<file path="src/rtl/jts16_bus_pkg.sv">
// Shared types and constants for the jts16 bus-master block.
// The state enum, the byte-strobe encodings and the DTACK timeout counter
// width are used by jts16_busmaster and jts16_bus_timeout.
package jts16_bus_pkg;

    // Bus-cycle states, one per 68000 half-clock phase plus the abort path
    typedef enum logic [2:0] {
        IDLE  = 3'd0,
        S1    = 3'd1,
        S2    = 3'd2,
        S3    = 3'd3,
        S4    = 3'd4,
        S5    = 3'd5,
        S6    = 3'd6,
        ABORT = 3'd7
    } bus_state_e;

    // Active-low byte strobes {UDSn,LDSn}
    localparam logic [1:0] DSN_WORD = 2'b00;
    localparam logic [1:0] DSN_HI   = 2'b01;
    localparam logic [1:0] DSN_LO   = 2'b10;

    // Width of the DTACK wait counter (TIMEOUT range 1..1023)
    localparam int TIMEOUT_W = 10;

endpackage

</file>
<file path="src/rtl/jts16_bus_timeout.sv">
// Saturating DTACK wait counter for jts16_busmaster.
// last_o flags that the next increment reaches LIMIT, so the bus master can
// branch to ABORT on the same CPU half-clock that takes the final sample.
// Only instantiated when JTS16_BUSMASTER_TIMEOUT_EN is defined.
module jts16_bus_timeout
    import jts16_bus_pkg::*;
#(
    parameter logic [TIMEOUT_W-1:0] LIMIT = 10'd255
) (
    input  logic clk_i,
    input  logic rst_i,
    input  logic clr_i,
    input  logic inc_i,
    output logic last_o
);

    logic [TIMEOUT_W-1:0] cnt_q;
    logic [TIMEOUT_W-1:0] cnt_d;
    logic [TIMEOUT_W-1:0] cnt_inc;

    // Next count: clear wins over increment, increment saturates at all-ones
    always_comb begin
        cnt_inc = (cnt_q == '1) ? cnt_q : cnt_q + TIMEOUT_W'(1);
        cnt_d   = cnt_q;
        if (clr_i) begin
            cnt_d = '0;
        end else if (inc_i) begin
            cnt_d = cnt_inc;
        end
    end

    assign last_o = (cnt_inc >= LIMIT);

    // Counter register
    always_ff @(posedge clk_i) begin
        if (rst_i) begin
            cnt_q <= '0;
        end else begin
            cnt_q <= cnt_d;
        end
    end

endmodule

</file>
<file path="src/rtl/jts16_busmaster.sv">
// jts16_busmaster: initiator side of the 68000-style asynchronous bus.
// Converts a one-word req/ack request into an AS/UDS/LDS/RnW bus cycle paced
// by cpu_cen/cpu_cenb and waits for DTACKn; a zero-wait cycle takes 4 CPU clocks.
// Optional feature macro JTS16_BUSMASTER_TIMEOUT_EN: when defined, a DTACKn
// timeout of TIMEOUT CPU clocks aborts the cycle and pulses err; when
// undefined, S3 waits forever and err is tied low.
module jts16_busmaster
    import jts16_bus_pkg::*;
#(
    parameter int AW      = 23,
    parameter int TIMEOUT = 255
) (
    input  logic          clk,
    input  logic          rst,
    input  logic          cpu_cen,
    input  logic          cpu_cenb,
    // request side
    input  logic          req,
    input  logic          we,
    input  logic [AW-1:0] addr,
    input  logic [15:0]   din,
    input  logic [1:0]    dsn,
    output logic [15:0]   dout,
    output logic          ack,
    output logic          err,
    output logic          busy,
    // 68000 bus side
    output logic [AW-1:0] A,
    output logic [15:0]   bus_dout,
    input  logic [15:0]   bus_din,
    output logic          RnW,
    output logic          ASn,
    output logic          UDSn,
    output logic          LDSn,
    input  logic          DTACKn
);

    bus_state_e    state_q, state_d;
    logic [AW-1:0] a_q, a_d;
    logic [15:0]   bdout_q, bdout_d;
    logic [15:0]   dout_q, dout_d;
    logic [1:0]    dsn_q, dsn_d;
    logic          rnw_q, rnw_d;
    logic          asn_q, asn_d;
    logic          udsn_q, udsn_d;
    logic          ldsn_q, ldsn_d;
    logic          ack_q, ack_d;
    logic          busy_q, busy_d;

`ifdef JTS16_BUSMASTER_TIMEOUT_EN
    logic          err_q, err_d;
    logic          to_inc, to_clr, to_last;

    jts16_bus_timeout #(
        .LIMIT (TIMEOUT_W'(TIMEOUT))
    ) u_timeout (
        .clk_i  (clk),
        .rst_i  (rst),
        .clr_i  (to_clr),
        .inc_i  (to_inc),
        .last_o (to_last)
    );

    assign err = err_q;
`else
    // TIMEOUT stays on the parameter list so both builds share one interface
    logic          unused_timeout;
    assign unused_timeout = (TIMEOUT != 0);
    assign err = 1'b0;
`endif

    // Next-state and bus outputs; every state waits for its own CPU clock phase
    always_comb begin
        state_d = state_q;
        a_d     = a_q;
        bdout_d = bdout_q;
        dout_d  = dout_q;
        dsn_d   = dsn_q;
        rnw_d   = rnw_q;
        asn_d   = asn_q;
        udsn_d  = udsn_q;
        ldsn_d  = ldsn_q;
        ack_d   = 1'b0;
        busy_d  = busy_q;
`ifdef JTS16_BUSMASTER_TIMEOUT_EN
        err_d   = 1'b0;
        to_inc  = 1'b0;
        to_clr  = 1'b0;
`endif
        case (state_q)
            IDLE: begin
                // A target still holding DTACKn from a previous cycle blocks the start
                if (cpu_cen && req && DTACKn) begin
                    a_d     = addr;
                    bdout_d = din;
                    dsn_d   = dsn;
                    rnw_d   = ~we;
                    busy_d  = 1'b1;
                    state_d = S1;
                end
            end
            S1: begin
                if (cpu_cenb) begin
                    asn_d = 1'b0;
                    // Reads drive the data strobes together with AS
                    if (rnw_q) begin
                        udsn_d = dsn_q[1];
                        ldsn_d = dsn_q[0];
                    end
                    state_d = S2;
                end
            end
            S2: begin
                if (cpu_cen) begin
                    // Writes drive the data strobes half a clock after AS
                    if (!rnw_q) begin
                        udsn_d = dsn_q[1];
                        ldsn_d = dsn_q[0];
                    end
                    state_d = S3;
                end
            end
            S3: begin
                if (cpu_cenb) begin
                    if (!DTACKn) begin
                        state_d = S4;
                    end
`ifdef JTS16_BUSMASTER_TIMEOUT_EN
                    else begin
                        to_inc = 1'b1;
                        if (to_last) begin
                            state_d = ABORT;
                        end
                    end
`endif
                end
            end
            S4: begin
                if (cpu_cen) begin
                    state_d = S5;
                end
            end
            S5: begin
                if (cpu_cenb) begin
                    if (rnw_q) begin
                        dout_d = bus_din;
                    end
                    asn_d   = 1'b1;
                    udsn_d  = 1'b1;
                    ldsn_d  = 1'b1;
                    ack_d   = 1'b1;
                    state_d = S6;
                end
            end
            S6: begin
                // Wait for the target to release DTACKn before freeing the bus
                if (cpu_cen && DTACKn) begin
                    rnw_d   = 1'b1;
                    busy_d  = 1'b0;
`ifdef JTS16_BUSMASTER_TIMEOUT_EN
                    to_clr  = 1'b1;
`endif
                    state_d = IDLE;
                end
            end
            ABORT: begin
                asn_d   = 1'b1;
                udsn_d  = 1'b1;
                ldsn_d  = 1'b1;
                rnw_d   = 1'b1;
`ifdef JTS16_BUSMASTER_TIMEOUT_EN
                err_d   = 1'b1;
`endif
                state_d = S6;
            end
            default: begin
                state_d = IDLE;
            end
        endcase
    end

    // State and bus registers; reset releases every strobe on the next clock
    always_ff @(posedge clk) begin
        if (rst) begin
            state_q <= IDLE;
            a_q     <= '0;
            bdout_q <= '0;
            dout_q  <= '0;
            dsn_q   <= 2'b11;
            rnw_q   <= 1'b1;
            asn_q   <= 1'b1;
            udsn_q  <= 1'b1;
            ldsn_q  <= 1'b1;
            ack_q   <= 1'b0;
            busy_q  <= 1'b0;
        end else begin
            state_q <= state_d;
            a_q     <= a_d;
            bdout_q <= bdout_d;
            dout_q  <= dout_d;
            dsn_q   <= dsn_d;
            rnw_q   <= rnw_d;
            asn_q   <= asn_d;
            udsn_q  <= udsn_d;
            ldsn_q  <= ldsn_d;
            ack_q   <= ack_d;
            busy_q  <= busy_d;
        end
    end

`ifdef JTS16_BUSMASTER_TIMEOUT_EN
    // Timeout error pulse register
    always_ff @(posedge clk) begin
        if (rst) begin
            err_q <= 1'b0;
        end else begin
            err_q <= err_d;
        end
    end
`endif

    assign A        = a_q;
    assign bus_dout = bdout_q;
    assign dout     = dout_q;
    assign RnW      = rnw_q;
    assign ASn      = asn_q;
    assign UDSn     = udsn_q;
    assign LDSn     = ldsn_q;
    assign ack      = ack_q;
    assign busy     = busy_q;

endmodule

</file>
<file path="config.mk">
export PLATFORM = sky130hd
export DESIGN_NAME = jts16_busmaster
export DESIGN_NICKNAME = d
export VERILOG_FILES = /design/src/rtl/jts16_bus_pkg.sv /design/src/rtl/jts16_bus_timeout.sv /design/src/rtl/jts16_busmaster.sv
export SDC_FILE = /design/constraint.sdc
export NUM_CORES = 1
export LEC_CHECK = 0
export BUFFER_PORTS_ARGS = -buffer_cell sky130_fd_sc_hd__buf_2
export CAP_MARGIN = 20
export CORE_MARGIN = 8
export CORE_UTILIZATION = 45
export DETAILED_ROUTE_END_ITERATION = 8
export PLACE_DENSITY = 0.78
export REMOVE_ABC_BUFFERS = 1
export SLEW_MARGIN = 10
export SYNTH_ARGS = -nofsm -noshare
export SYNTH_HDL_FRONTEND = slang
export SYNTH_SLANG_ARGS = --single-unit
</file>
<file path="constraint.sdc">
create_clock -name clk -period 2.2 [get_ports clk]
set_input_delay 0.11 -clock clk [delete_from_list [all_inputs] [get_ports clk]]
set_output_delay 0.11 -clock clk [all_outputs]
set_load 0.05 [all_outputs]
</file>
==> reports/results.ini, run 1 <==
[clocking]
ctsHoldBuffers=1
cts_resized=0
clk_pin_slew_ns=0.08
numCtsBuffers=9
cts_root_buf=clkbuf_8
post_cts_buffers=0
tritoncts=yes
numClockSinks=66
clkLatencyLatePin_ns=0.34
cts_buffer_depth=2
htreeDepth=3

[synthesis]
synth_largest_area_cell=dfxtp_1
synth_area_per_cell_um2=8.26
ys.warnings.count=0
synth_top_area_share_pct=49.0
synth-seq-cells=66
synth.area.top_cells=dfxtp_1 49%, a21oi_1 12%, nand3_1 11%
async_reset_ff_share_pct=0
synth_top_cells_by_count=66 x dfxtp_1, 62 x a21oi_1, 58 x nand3_1, 58 x o21ai_0, 19 x clkbuf_1
synth_edf_count=0
yosys.cell_types.count=35
netlist_area_um2=2690
synth_seq_area_share_pct=49.0
synth_cells=326
synth.most_common_cell=dfxtp_1
synth_flop_cell=dfxtp_1

[floorplanning]
die_h_um=93.4
dieArea_um2=8720
initial_core_util_pct=46.0
pin_count=126
dieWidth_um=93.4
row_count=28
core_um2=5850

[worst_setup_path]
critPathArrivalTime_ns=2.02
endpoint_kind=register
crit_path_start_kind=register
critical_path_class=register to register
crit_required_ns=2.46
worst-path-max-fanout=34

[global_routing]
grt_pass1_vias=2697
track_usage_pct=17.5
grt_pass1_wl_um=12500
grt-ovfl-total=0
grt_max_degree=41
antenna_found_initial=0

[min_path]
min_path_type=input port to register

[final_layout]
num-fill-cells=536
final_nets=495
n_antenna_cell=0
area_growth_pct=30.7
final_cells=511
drive_gt1_share_pct=34.6

[pwr]
pwr_density_cell_nw_per_um2=761
leakagePower_nw=1.50
peakVddDrop_mv=0.438
total_power_mw=2.68

[placement]
port_buffers=124
dp.cells=494
gp_congestion=0.771
dp_worst_setup_slack_ns=0.473
place_hpwl_um=5490

[drt]
drt-total-wl_um=7890
post_drt_wl_per_cell_um=15.4
drt_iter0_markers=143
dr.pass1.iters=4
ant_nets=0
drc_errors=0
vias_per_cell=5.40
vias=2759

[timing]
finClkSkew_ns=0.00887
setup_viol=0
layout_setup_ws_ns=0.438
finalHoldViolations=0
finalSetupTns_ns=0
fmax_mhz=568
slew_headroom_pct=58.0
min_period_ns=1.76
slew_violations=0
rsz0062_at_grt=false
fin_crit_sh_pct=80.1
worst_pin_slew_ns=0.628
whs_ns=0.0141

[run_status]
outcome=finished clean

[flow_run]
maxCapViolCount=0

-- cells in the final DEF, fill, tap and decap left out, types with 2 or more instances in the layout --
cell type	netlist	routed
o211ai_1	2	2
inv_1	2	2
a21oi_1	62	62
or2_2	2	2
a31oi_1	4	4
nand2_1	2	2
buf_2	13	124
clkinvlp_4	0	2
and4b_1	2	2
nor2_1	5	5
clkbuf_8	0	10
bufinv_16	0	2
a2111oi_0	2	2
o21ai_0	58	58
and3_1	2	2
nand4b_1	4	4
dfxtp_1	66	66
nand3_1	58	58
a211o_1	2	2
buf_4	4	7
-- per-stage QoR --
step / util, % / area [um^2]
CTS: 60.2 / 3520
detailed placement: 56.1 / 3280
floorplan: - / 2510
global placement: 56.1 / 3280
finish: 60.2 / 3520
global route: 60.2 / 3520
-- final cells by class --
| type | count | area [um^2] | share of cell area [%] |
|---|---|---|---|
| inverter | 2 | 7.51 | 0.213 |
| clock inverter | 6 | 88.8 | 2.52 |
| timing repair buffer | 132 | 683 | 19.4 |
| multi-input combinational | 220 | 1190 | 33.7 |
| clock buffer | 10 | 138 | 3.91 |
| sequential | 66 | 1320 | 37.5 |
| tap | 75 | 93.8 | 2.67 |
-- routing by layer --
layer / global-route usage (%) / vias to the layer above / part of all wire [%]
met5: 0 / - / 0
met4: 8.32 / 0 / 2.2
met2: 29.4 / 79 / 50
met1: 19.6 / 1283 / 41
li1: - / 1383 / -
met3: 5.45 / 14 / 6.8
-- final timing paths --
kind                                                 end  cells past startpoint                     from  slack [ns]
worst max-delay path            bus_dout[5]$_SDFFE_PP0P_                      4  state_q[0]$_SDFFE_PP0P_        0.44
worst min-delay path                  A[10]$_SDFFE_PP0P_                      3                 addr[10]        0.01
worst max register to register  bus_dout[5]$_SDFFE_PP0P_                      4  state_q[0]$_SDFFE_PP0P_        0.44
worst min register to register      dout[5]$_SDFFE_PP0P_                      2     dout[5]$_SDFFE_PP0P_        0.47
-- registers in the layout, summed over array words and instances (netlist names), named ones only --
| signal | flops |
|---|---|
| bus_dout | 16 |
| A | 23 |
| ASn | 1 |
| state_q | 2 |
| dout | 16 |
| dsn_q | 2 |
| UDSn | 1 |
| ack | 1 |
| LDSn | 1 |
| RnW | 1 |
| busy | 1 |
-- worst max-delay path: stages (launching register included) --
cell	delay, ns
dfxtp_1	0.45
and4b_1	0.54
buf_4	0.40
nand3_1	0.13
a21oi_1	0.16
-- report_power, final --
part / total (mW) / switching, mW / internal [mW]
combinational: 0.293 / 0.199 / 0.0938
clock: 1.15 / 0.476 / 0.671
sequential: 1.24 / 0.0158 / 1.22
-- cells by family (layout without fill, tap and decap cells) --
group / count (synthesis) / count (layout) / synth area share, %
buf+inv: 40 / 150 / 7.06
compound gates: 134 / 134 / 26.2
flops: 66 / 66 / 49.0
simple gates: 85 / 85 / 17.6
other cells: 1 / 1 / 0.139
No activity file was read; power rests on OpenSTA's default activity.
==> inputs of run 2 (changes only) <==
--- a/config.mk
+++ b/config.mk
@@ -5,12 +5,13 @@
 export SDC_FILE = /design/constraint.sdc
 export NUM_CORES = 1
 export LEC_CHECK = 0
+export ABC_AREA = 1
 export BUFFER_PORTS_ARGS = -buffer_cell sky130_fd_sc_hd__buf_2
 export CAP_MARGIN = 20
 export CORE_MARGIN = 8
-export CORE_UTILIZATION = 45
+export CORE_UTILIZATION = 41
 export DETAILED_ROUTE_END_ITERATION = 8
-export PLACE_DENSITY = 0.78
+export PLACE_DENSITY = 0.75
 export REMOVE_ABC_BUFFERS = 1
 export SLEW_MARGIN = 10
 export SYNTH_ARGS = -nofsm -noshare
==> constraint.sdc (replaced) <==
create_clock -name clk -period 1.5 [get_ports clk]
set_input_delay 0.075 -clock clk [delete_from_list [all_inputs] [get_ports clk]]
set_output_delay 0.075 -clock clk [all_outputs]
set_load 0.05 [all_outputs]
==> run 2 against run 1 <==
Against the previous run:
- worst hold slack lost 0.0099 ns
- clock-buffer cell count rose by 2
- clock power rose by 17%
- clock skew is 0.0015 ns higher
- critical path depth is 2 higher
- maximum frequency is 27% higher
- global-route usage grew 0.78 points
- sequential share of layout area decreased by 4.5 points
- cell area rose by 14%
- non-clock buffer count increased by 59
- setup slack got worse by 0.32 ns
==> reports/results.ini, run 2 <==
[run_status]
outcome=finished clean

[synthesis]
synth.area.top_cells=dfxtp_1 51%, nor2_1 16%, o21ai_0 11%
synth_edf_count=0
synthAdderAreaFrac_pct=0
ys.warnings.count=0
synth_cells=333
synth-seq-cells=66
synth_flop_cell=dfxtp_1
synth_largest_area_cell=dfxtp_1
synth_seq_area_share_pct=50.7
synth_xor_area_share_pct=0
synth.area.mux_share_pct=0
yosys.cell_types.count=28
synth_area_per_cell_um2=7.82
netlist_area_um2=2600
async_reset_ff_share_pct=0
synth_compound_area_share_pct=14.2
synth_top_family_by_area=simple AND/OR/NAND/NOR gates
yosys.area_share.simple_pct=27.2
synth.most_common_cell=nor2_1
synth_top_cells_by_count=113 x nor2_1, 66 x dfxtp_1, 57 x o21ai_0
synth_top_area_share_pct=50.7

[flow_run]
maxCapViolCount=0

[global_routing]
grt_max_degree=37
grt_pass1_wl_um=13400
grt-ovfl-total=0
track_usage_pct=18.3
grt_pass1_vias=3002
antenna_found_initial=0

[worst_setup_path]
critical_path_class=register to register
crit_path_start_kind=register
endpoint_kind=register
worst-path-max-fanout=16
critPathArrivalTime_ns=1.60
crit_required_ns=1.72
r2r_slack_ns=0.12

[clocking]
cts_root_buf=clkbuf_8
numClockSinks=66
clk_pin_slew_ns=0.07
tritoncts=yes
post_cts_buffers=0
htreeDepth=3
clkLatencyLatePin_ns=0.33
numCtsBuffers=9
cts_buffer_depth=2

[drt]
vias_per_cell=4.79
dr.pass1.iters=4
drc_errors=0
vias=2855
ant_nets=0
post_drt_wl_per_cell_um=14.2
drt_iter0_markers=109
drt-total-wl_um=8440

[min_path]
min_path_type=input port to register

[timing]
fin_crit_sh_pct=92.1
whs_ns=0.00418
fmax_mhz=724
finClkSkew_ns=0.0103
layout_setup_ws_ns=0.118
setup_viol=0
finalHoldViolations=0
finalSetupTns_ns=0
min_period_ns=1.38
rsz0062_at_grt=false
slew_violations=0

[placement]
dp_worst_setup_slack_ns=0.120
place_hpwl_um=5380
dpl_cell_area_um2=3260
port_buffers=124
dp.cells=524
gp_congestion=0.924

[final_layout]
n_antenna_cell=0
area_growth_pct=53.6
final_area_um2=4000
layout_commonest_cell=buf_2
final_nets=578
largest_reg_flops=23
drive_gt1_share_pct=32.2
most-common-layout-cells=124 x buf_2, 113 x nor2_1, 65 x dfxtp_1, 57 x o21ai_0, 56 x dlygate4sd3_1
final_cells=596

[floorplanning]
row_count=29
dieArea_um2=9160
die_h_um=95.7
initial_core_util_pct=41.7
dieWidth_um=95.7
pin_count=126
core_um2=6240

[pwr]
pwr_density_cell_nw_per_um2=1320
peakVddDrop_mv=0.767
leakagePower_nw=2.06

-- run 2: changes by cell type after synthesis, sizes merged, moves of 9 or more --
| cell | delta |
|---|---|
| nor2 | +114 |
| nand2 | +21 |
| inv | +9 |
| clkbuf | -16 |
| a21oi | -57 |
| nand3 | -44 |
-- run 2: cells by family (layout without fill, tap and decap cells) --
family                 count (synthesis)  count (layout)
DFF                                   66              66
other                                  1               1
buffers and inverters                 32             218
and+or+nand+nor                      164             164
AOI/OAI and AO/OA                     70              70
-- run 2: power by group --
part	internal, mW	switching (mW)	leakage [nW]
combinational	0.563	1.27	1.44
sequential	1.96	0.128	0.537
clock	0.688	0.652	0.0924
total	3.21	2.05	2.06
-- run 2: cell type report --
| class | instances | area [um^2] |
|---|---|---|
| fill | 554 | 2240 |
| sequential | 66 | 1320 |
| timing repair buffer | 191 | 1280 |
| multi-input combinational | 235 | 1080 |
| clock buffer | 12 | 155 |
| tap | 77 | 96.3 |
| inverter | 11 | 43.8 |
| clock inverter | 4 | 26.3 |
-- run 2: repair_timing --
item	4_1_cts	5_1_grt
hold endpoints to repair	56	0
hold buffers	56	0
endpoints found under the setup margin	0	2
gates resized for setup	0	1
-- run 2: through the flow --
step                total power, mW  util [%]
finish                         5.26      64.1
global route                   5.55      64.1
CTS                            5.29      64.1
detailed placement             3.83      52.2
global placement               3.80      52.2
floorplan                      3.33         -
-- run 2: worst paths after layout --
check	startpoint	end	depth (start not counted)
max	register	dout[8]$_SDFFE_PP0P_	6
min	addr[1]	A[1]$_SDFFE_PP0P_	3
max reg2reg	register	dout[8]$_SDFFE_PP0P_	6
min reg2reg	UDSn$_SDFFE_PP1P_	UDSn$_SDFFE_PP1P_	2
-- run 2: layer usage --
layer | routed length, um | vias to the layer above | GRT usage [%]
met1 | 3410 | 1304 | 19.3
li1 | - | 1439 | -
met3 | 720 | 11 | 5.93
met5 | 0 | - | 0
met4 | 144 | 0 | 7.43
met2 | 4170 | 101 | 32.8
-- run 2: worst max-delay path, cell delays in order (launching register included) --
cell and delay [ns]:
dfxtp_1 0.38, buf_4 0.19, nand3_2 0.14, nor2_4 0.11, inv_1 0.21, nor2_1 0.18, nor2_1 0.06
==> inputs of run 3 (changes only) <==
--- a/config.mk
+++ b/config.mk
@@ -5,15 +5,15 @@
 export SDC_FILE = /design/constraint.sdc
 export NUM_CORES = 1
 export LEC_CHECK = 0
-export ABC_AREA = 1
 export BUFFER_PORTS_ARGS = -buffer_cell sky130_fd_sc_hd__buf_2
 export CAP_MARGIN = 20
 export CORE_MARGIN = 8
-export CORE_UTILIZATION = 41
+export CORE_UTILIZATION = 42
 export DETAILED_ROUTE_END_ITERATION = 8
-export PLACE_DENSITY = 0.75
+export PLACE_DENSITY = 0.76
 export REMOVE_ABC_BUFFERS = 1
 export SLEW_MARGIN = 10
 export SYNTH_ARGS = -nofsm -noshare
 export SYNTH_HDL_FRONTEND = slang
+export SYNTH_HIERARCHICAL = 1
 export SYNTH_SLANG_ARGS = --single-unit
==> run 3 against run 2 <==
Against the previous run:
- sequential cell count unchanged
- worst hold slack better by 0.0019 ns
- register-to-register slack about the same
- clock power up 25%
- sequential power down 13%
- combinational power down 71%
- clock-buffer cell count down 2
- die area up 0.83%
- core utilization up 1.1 points
- cell count down 4.5%
==> reports/results.ini, run 3 <==
[clocking]
cts_buffer_depth=2
post_cts_buffers=0
tritoncts=yes
cts_root_buf=clkbuf_8
numCtsBuffers=9
numClockSinks=66
clkLatencyLatePin_ns=0.33
clk_pin_slew_ns=0.08
htreeDepth=3

[drt]
vias=3032
drt-total-wl_um=8860
drt_iter0_markers=196
post_drt_wl_per_cell_um=15.6
vias_per_cell=5.33
ant_nets=0
drc_errors=0
dr.pass1.iters=5

[synthesis]
yosys.cell_types.count=35
synth.area.top_cells=dfxtp_1 49%, a21oi_1 12%, nand3_1 11%
synth_largest_area_cell=dfxtp_1
ys.warnings.count=6
synth_top_cells_by_count=66 x dfxtp_1, 62 x a21oi_1, 58 x nand3_1, 58 x o21ai_0, 19 x clkbuf_1
synth_area_per_cell_um2=8.26
synth-seq-cells=66
netlist_area_um2=2690
synth.most_common_cell=dfxtp_1
synth_seq_area_share_pct=49.0
async_reset_ff_share_pct=0
synth_flop_cell=dfxtp_1
synth_cells=326
synth_edf_count=0
synth_top_area_share_pct=49.0

[worst_setup_path]
critPathArrivalTime_ns=1.58
critical_path_class=register to register
crit_required_ns=1.70
worst-path-max-fanout=39
endpoint_kind=register
crit_path_start_kind=register

[pwr]
total_power_mw=4.02
pwr_density_cell_nw_per_um2=983
leakagePower_nw=1.75
peakVddDrop_mv=0.787

[placement]
gp_congestion=0.779
port_buffers=124
place_hpwl_um=5530
dp_worst_setup_slack_ns=0.0868

[final_layout]
most-common-layout-cells=124 x buf_2, 66 x dfxtp_1, 62 x a21oi_1, 58 x nand3_1, 58 x o21ai_0
utilization_pct=65.2
area_growth_pct=51.9
num-fill-cells=534
largest_reg_flops=23
layout_commonest_cell=buf_2
drive_gt1_share_pct=32.3
final_nets=548

[timing]
layout_setup_ws_ns=0.119
finalHoldViolations=0
finalSetupTns_ns=0
fmax_mhz=724
setup_viol=0
finClkSkew_ns=0.00950
worst_pin_slew_ns=0.506
slew_violations=0
min_period_ns=1.38
whs_ns=0.00611
slew_headroom_pct=66.2
rsz0062_at_grt=false
fin_crit_sh_pct=92.0

[floorplanning]
core_um2=6280
row_count=29
initial_core_util_pct=42.9
dieArea_um2=9230
die_h_um=96.1
dieWidth_um=96.1
pin_count=126

[global_routing]
grt_pass1_vias=2874
grt_max_degree=41
grt-ovfl-total=0
track_usage_pct=18.5
grt_pass1_wl_um=13700
antenna_found_initial=1

[run_status]
outcome=finished clean

[flow_run]
maxCapViolCount=0

[min_path]
min_path_type=input port to register

==> run 3: metrics by stage <==
stage | cell area (um^2) | std cells
floorplan | 2510 | 288
global placement | 3370 | 502
detailed placement | 3370 | 502
CTS | 4080 | 566
global route | 4090 | 567
finish | 4090 | 569
==> run 3: layout make-up <==
class / count / area, um^2 / share of cell area, %
inverter: 2 / 7.51 / 0.183
antenna: 3 / 7.51 / 0.183
tap: 77 / 96.3 / 2.35
multi-input combinational: 220 / 1190 / 29.2
sequential: 66 / 1320 / 32.3
clock buffer: 10 / 138 / 3.36
clock inverter: 6 / 88.8 / 2.17
timing repair buffer: 185 / 1240 / 30.3
==> run 3: worst max-delay path, stage by stage (launching register included) <==
cell and delay (ns):
dfxtp_1 0.40, or2_2 0.37, buf_12 0.18, o21ai_0 0.20
a21oi_1 0.09
==> run 3: logic make-up (layout without fill, tap and decap cells) <==
family	Yosys count	count (layout)	synth area share, %
flops	66	66	49.0
compound gates	134	134	26.2
other cells	1	4	0.139
buf+inv	40	203	7.06
simple gates	85	85	17.6
==> run 3: layer usage <==
metal | GRT usage [%] | part of all wire, % | vias up
met5 | 0 | 0 | -
met4 | 12.2 | 3.4 | 0
met3 | 3.28 | 6.2 | 24
met2 | 30.9 | 53 | 128
met1 | 21.3 | 38 | 1389
li1 | - | - | 1491
==> run 3: final timing paths <==
kind	from	end	slack (ns)	cells after the start
setup / recovery	state_q[1]$_SDFFE_PP0P_	A[6]$_SDFFE_PP0P_	0.12	4
hold / removal	bus_din[8]	dout[8]$_SDFFE_PP0P_	0.006	3
setup reg to reg	state_q[1]$_SDFFE_PP0P_	A[6]$_SDFFE_PP0P_	0.12	4
hold reg to reg	bus_dout[10]$_SDFFE_PP0P_	bus_dout[10]$_SDFFE_PP0P_	0.47	2
==> run 3: power breakdown <==
part | total (mW) | switching [mW] | internal, mW
logic | 0.539 | 0.319 | 0.220
registers | 1.82 | 0.0209 | 1.79
clock network | 1.67 | 0.685 | 0.984
==> run 3: repair_timing <==
item                                   CTS  global route
setup endpoints to repair                0            21
hold buffers                            48             0
endpoints found under the hold margin   48             0
resized for setup                        0             3
